--- config.mk ---
export PLATFORM = sky130hd
export DESIGN_NAME = fetch_queue_unit
export DESIGN_NICKNAME = d
export VERILOG_FILES = /design/src/rtl/fetch_queue_unit.sv
export SDC_FILE = /design/constraint.sdc
export NUM_CORES = 1
export LEC_CHECK = 0
export BUFFER_PORTS_ARGS = -buffer_cell sky130_fd_sc_hd__buf_2
export CELL_PAD_IN_SITES_DETAIL_PLACEMENT = 1
export CELL_PAD_IN_SITES_GLOBAL_PLACEMENT = 2
export CORE_UTILIZATION = 43
export DETAILED_ROUTE_END_ITERATION = 8
export GPL_ROUTABILITY_DRIVEN = 0
export PLACE_DENSITY_LB_ADDON = 0.1
export SLEW_MARGIN = 20
export SYNTH_ARGS = -nofsm -noshare
export SYNTH_HDL_FRONTEND = slang
export SYNTH_SLANG_ARGS = --single-unit
--- constraint.sdc ---
create_clock -name clk -period 7.9 [get_ports clk]
set_clock_uncertainty 0.2 [all_clocks]
set_input_delay 1.185 -clock clk [delete_from_list [all_inputs] [get_ports clk]]
set_output_delay 1.185 -clock clk [all_outputs]
set_load 0.02 [all_outputs]
--- src/rtl/fetch_queue_unit.sv ---
`default_nettype none
// ============================================================================
// Module      : fetch_queue_unit
// Description : Decoupled instruction-fetch front end. Pipelined in-order
//               memory requests feed an instruction FIFO toward decode; stale
//               responses after a redirect/flush are discarded via a drop count.
// Revision    : 1.0 - initial release
// ============================================================================
module fetch_queue_unit #(
  parameter int ADDRESS_WIDTH     = 64,
  parameter int INSTRUCTION_WIDTH = 32,
  parameter int INST_BYTES        = 4,
  parameter int QUEUE_DEPTH       = 4,
  parameter int MAX_OUTSTANDING   = 2
) (
  input  logic                         clk,
  input  logic                         reset,
  input  logic [ADDRESS_WIDTH-1:0]     entry,
  input  logic                         in_redirect_valid,
  input  logic [ADDRESS_WIDTH-1:0]     in_redirect_target,
  input  logic                         in_flush_valid,
  input  logic [ADDRESS_WIDTH-1:0]     in_flush_addrplus1,
  output logic                         out_imem_req_valid,
  input  logic                         in_imem_req_ready,
  output logic [ADDRESS_WIDTH-1:0]     out_imem_req_addr,
  input  logic                         in_imem_resp_valid,
  input  logic [INSTRUCTION_WIDTH-1:0] in_imem_resp_data,
  output logic                         out_valid,
  input  logic                         in_ready,
  output logic [INSTRUCTION_WIDTH-1:0] out_instruction_bits,
  output logic [ADDRESS_WIDTH-1:0]     out_pc,
  output logic [ADDRESS_WIDTH-1:0]     out_pcplus1
);

  localparam int QAW  = $clog2(QUEUE_DEPTH);
  localparam int QCW  = $clog2(QUEUE_DEPTH + 1);
  localparam int OCW  = $clog2(MAX_OUTSTANDING + 1);
  localparam int TAW  = (MAX_OUTSTANDING > 1) ? $clog2(MAX_OUTSTANDING) : 1;
  localparam int SUMW = ((QCW > OCW) ? QCW : OCW) + 1;

  localparam logic [ADDRESS_WIDTH-1:0] c_inst_bytes = ADDRESS_WIDTH'(INST_BYTES);
  localparam logic [ADDRESS_WIDTH-1:0] c_align_mask = ~ADDRESS_WIDTH'(INST_BYTES - 1);
  localparam logic [OCW-1:0]           c_max_out    = OCW'(MAX_OUTSTANDING);
  localparam logic [SUMW-1:0]          c_depth      = SUMW'(QUEUE_DEPTH);
  localparam logic [TAW-1:0]           c_tag_last   = TAW'(MAX_OUTSTANDING - 1);

  logic [ADDRESS_WIDTH-1:0]     r_fpc;
  logic                         r_reset_d;
  logic [QCW-1:0]               r_count;
  logic [QAW-1:0]               r_head;
  logic [QAW-1:0]               r_tail;
  logic [INSTRUCTION_WIDTH-1:0] r_q_data [QUEUE_DEPTH];
  logic [ADDRESS_WIDTH-1:0]     r_q_pc   [QUEUE_DEPTH];
  logic [OCW-1:0]               r_out;
  logic [OCW-1:0]               r_drop;
  logic [ADDRESS_WIDTH-1:0]     r_tag_mem [MAX_OUTSTANDING];
  logic [TAW-1:0]               r_tag_wr;
  logic [TAW-1:0]               r_tag_rd;

  logic                         w_event;
  logic [ADDRESS_WIDTH-1:0]     w_target;
  logic                         w_credit_ok;
  logic                         w_req_valid;
  logic                         w_hs;
  logic                         w_head_valid;
  logic                         w_pop;
  logic                         w_push;
  logic [TAW-1:0]               w_tag_wr_next;
  logic [TAW-1:0]               w_tag_rd_next;

  assign w_event     = in_flush_valid | in_redirect_valid;
  assign w_target    = (in_flush_valid ? in_flush_addrplus1 : in_redirect_target) & c_align_mask;
  // Reserving a queue slot per in-flight request lets every response be accepted.
  assign w_credit_ok = (SUMW'(r_count) + SUMW'(r_out)) < c_depth;
  assign w_req_valid = !reset && !r_reset_d && !w_event && (r_out < c_max_out) && w_credit_ok;
  assign w_hs        = w_req_valid && in_imem_req_ready;

  assign w_head_valid = !reset && (r_count != '0);
  assign w_pop        = w_head_valid && in_ready && !w_event;
  assign w_push       = in_imem_resp_valid && (r_drop == '0) && !w_event;

  assign w_tag_wr_next = (r_tag_wr == c_tag_last) ? '0 : r_tag_wr + TAW'(1);
  assign w_tag_rd_next = (r_tag_rd == c_tag_last) ? '0 : r_tag_rd + TAW'(1);

  always_ff @(posedge clk) begin
    r_reset_d <= reset;
  end

  always_ff @(posedge clk) begin
    if (reset) begin
      r_fpc    <= entry;
      r_count  <= '0;
      r_head   <= '0;
      r_tail   <= '0;
      r_out    <= '0;
      r_drop   <= '0;
      r_tag_wr <= '0;
      r_tag_rd <= '0;
    end else begin
      r_out <= r_out + OCW'(w_hs) - OCW'(in_imem_resp_valid);
      if (w_hs) begin
        r_tag_wr <= w_tag_wr_next;
      end
      if (in_imem_resp_valid) begin
        r_tag_rd <= w_tag_rd_next;
      end
      if (w_event) begin
        r_fpc   <= w_target;
        r_count <= '0;
        r_head  <= '0;
        r_tail  <= '0;
        // Earlier stale requests are still counted in r_out, so this covers them too.
        r_drop  <= r_out - OCW'(in_imem_resp_valid);
      end else begin
        if (w_hs) begin
          r_fpc <= r_fpc + c_inst_bytes;
        end
        if (in_imem_resp_valid && (r_drop != '0)) begin
          r_drop <= r_drop - OCW'(1);
        end
        if (w_push) begin
          r_tail <= r_tail + QAW'(1);
        end
        if (w_pop) begin
          r_head <= r_head + QAW'(1);
        end
        r_count <= r_count + QCW'(w_push) - QCW'(w_pop);
      end
    end
  end

  always_ff @(posedge clk) begin
    if (w_hs) begin
      r_tag_mem[r_tag_wr] <= r_fpc;
    end
    if (w_push) begin
      r_q_data[r_tail] <= in_imem_resp_data;
      r_q_pc[r_tail]   <= r_tag_mem[r_tag_rd];
    end
  end

  assign out_imem_req_valid   = w_req_valid;
  assign out_imem_req_addr    = (reset || r_reset_d) ? '0 : r_fpc;
  assign out_valid            = w_head_valid;
  assign out_instruction_bits = w_head_valid ? r_q_data[r_head] : '0;
  assign out_pc               = w_head_valid ? r_q_pc[r_head] : '0;
  assign out_pcplus1          = w_head_valid ? (r_q_pc[r_head] + c_inst_bytes) : '0;

endmodule
`default_nettype wire

==> impl_metrics.ini <==
[pwr]
power.density_nw_per_um2 = 218
ir_drop_uv = 140
p_leak_nw = 11.6

[route]
vias_per_cell = 5.44
wl_met3_um = 3970
drt_iter0_markers = 1087
vias = 17300
top_layer = met5
dr_wl_met2_um = 34600
detail_route.wl_per_cell_um = 23.1
drc = 0
antenna_left = 0
wl_met1_um = 33000
first_pass_iters = 7
routed_wirelength_um = 73400

[setup_path]
end_kind = primary output
critPathKind = flop to primary output
required_ps = 6510
start_kind = flop
worstPathMaxFanout = 36
r2r_cells = 7
cp.arrival_ps = 4800

[worst_hold_path]
whs_path_depth = 0
min_path_type = flop to flop

[synthesis]
synthArstFlopShare = 0
synth_fp_nets = 2101
netlist_area_um2 = 27300
yosysUniqueCellTypes = 67
syn_inst = 1856
seq_area_frac_synth = 0.646
synth-seq-cells = 593
ys_warn_count = 0
synth-main-ff-cell = edfxtp_1
synth.avg_cell_area_um2 = 14.7
synth-edff-count = 576

[place]
dp_hpwl_um = 51200
dpl_cell_area_um2 = 30300
io_buffers = 452

[global_routing]
antenna_found_initial = 5
grt_pass1_vias = 18000
grt_pass1_wl_um = 110000
grt_max_degree = 73
grt.overflow.total = 0
grt_usage = 0.227

[clock_tree]
post_cts_resized = 0
cts_sinks = 593
cts_tree = built
cts_buffer_depth = 3
clock_latency_ps = 590
ctsHoldBuffers = 0
htreeDepth = 3
cts_setup_buffers = 0
cts_made_buffers = 66
clk_pin_slew_worst_paths_ps = 60
clock_tree.root_cell = clkbuf_16

[sta]
clock.fmax_mhz = 162
hold_viol_final = 0
slew_headroom = 0.291
rsz0062_at_grt = false
holdWs_ps = 273
report.final.slew_viol_count = 0
fin_crit_sh = 0.783
fin_tns_setup_ps = 0
period_needed_ps = 6180
setup_viol = 0
worst_pin_slew_ps = 1060

[die]
rows = 91
die_h_um = 254
dieArea_um2 = 64500
die_x_um = 254
start_util = 0.439
coreArea_um2 = 62200
pin_count = 457

[finish]
fin_area_um2 = 32400
final_common_cell = edfxtp_1
seqCellArea_um2 = 17600
fillCellCount = 6299
mostFrequentLayoutCells = edfxtp_1, buf_2, and2_1, a21oi_1, nand2_1
multi_input_area_um2 = 8980
syn_to_final_growth_pct = 18.7
drive_gt1_frac = 0.315
nets = 2530

[job]
maxCapViolCount = 0

[status]
status = finished clean
[area by class of cell]
type,count,area share
clock buffers,84,0.0553
well taps,837,0.0323
diodes,3,0.000232
clock inverters,32,0.00954
multi-input cells,1103,0.277
inverters,48,0.00556
flip-flops and latches,593,0.545
repair buffers,473,0.0754
[flip-flops by register name, summed over array words and instances (netlist names), named ones only]
signal     flops
r_q_pc       256
r_q_data     128
r_tag_mem    128
r_fpc         64
r_count        3
r_drop         2
r_head         2
r_out          2
r_tail         2
r_reset_d      1
r_tag_rd       1
r_tag_wr       1
[critical path, cell delays in order, from the launching register on]
cell and delay, ps:
dfxtp_4 750, buf_4 660, mux4_2 410, nand4_2 220
nor4_1 640, nand4_1 520, or3_1 490, a21oi_1 270
buf_2 230
[cells in the mapped netlist (5+ instances only)]
cell type    n  area (um^2)
edfxtp_1   576        17300
and2_1     162         1010
a21oi_1    101          505
clkbuf_1    82          308
nand2_1     81          304
nor2_1      79          297
mux2_2      67          754
mux4_2      66         1490
o21ai_0     55          275
nand3_1     48          240
inv_1       47          176
xnor2_1     44          385
xor2_1      44          385
nand4_1     32          200
nor3_1      32          160
mux4_1      30          788
and3_1      27          169
nor4_1      24          150
or3_1       21          131
or4_1       18          135
dfxtp_1     17          340
o31ai_1     16          120
mux2i_1     15          150
o221ai_1    14          123
a221oi_1    13          114
ha_1        13          163
nor2b_1     13         81.3
and4_1      11         96.3
buf_2       11         55.1
a22oi_1      7         52.6
nand2b_1     7         43.8
o21a_1       7         52.6
buf_1        6         22.5
buf_4        6         45.0
o31a_1       5         43.8
[per-stage QoR]
step	util	cells	worst slack [ps]	power (mW)
2_1_floorplan	-	1856	2280	3.93
3_3_place_gp	0.487	3053	2070	4.12
3_5_place_dp	0.487	3053	2090	4.14
4_1_cts	0.521	3169	1430	7.13
5_1_grt	0.521	3172	1290	7.27
6_report	0.521	3173	1720	7.06
[routing by layer]
layer,track usage,up-vias
met1,0.313,8688
met3,0.0411,103
li1,-,8030
met5,0,-
met2,0.361,428
met4,0.0750,4
[where the power goes]
| group | internal [mW] | total, mW | switching, mW |
|---|---|---|---|
| registers | 3.54 | 3.63 | 0.0908 |
| logic | 0.182 | 0.444 | 0.262 |
| clock network | 1.77 | 2.98 | 1.21 |
[worst paths after layout]
path | startpoint | end | slack [ps]
setup / recovery | flop | out_pcplus1[51] | 1720
hold reg to reg | r_fpc[0]$_DFFE_PP_ | r_tag_mem[1][0]$_DFFE_PP_ | 270
setup reg to reg | r_reset_d$_DFF_P_ | r_tag_mem[0][12]$_DFFE_PP_ | 4100
hold / removal | r_fpc[0]$_DFFE_PP_ | r_tag_mem[1][0]$_DFFE_PP_ | 270
[kinds of logic (layout without fill, tap and decap cells)]
family / Yosys count / count (layout) / synth area share
and+or+nand+nor: 583 / 583 / 0.123
buffers and inverters: 160 / 637 / 0.0262
other: 0 / 3 / 0
adders and majority gates: 14 / 14 / 0.00669
DFF: 593 / 593 / 0.646
xor gates and xnor gates: 88 / 88 / 0.0282
muxes: 178 / 178 / 0.116
AOI/OAI and AO/OA: 240 / 240 / 0.0534
(Power assumes the default switching activity.)
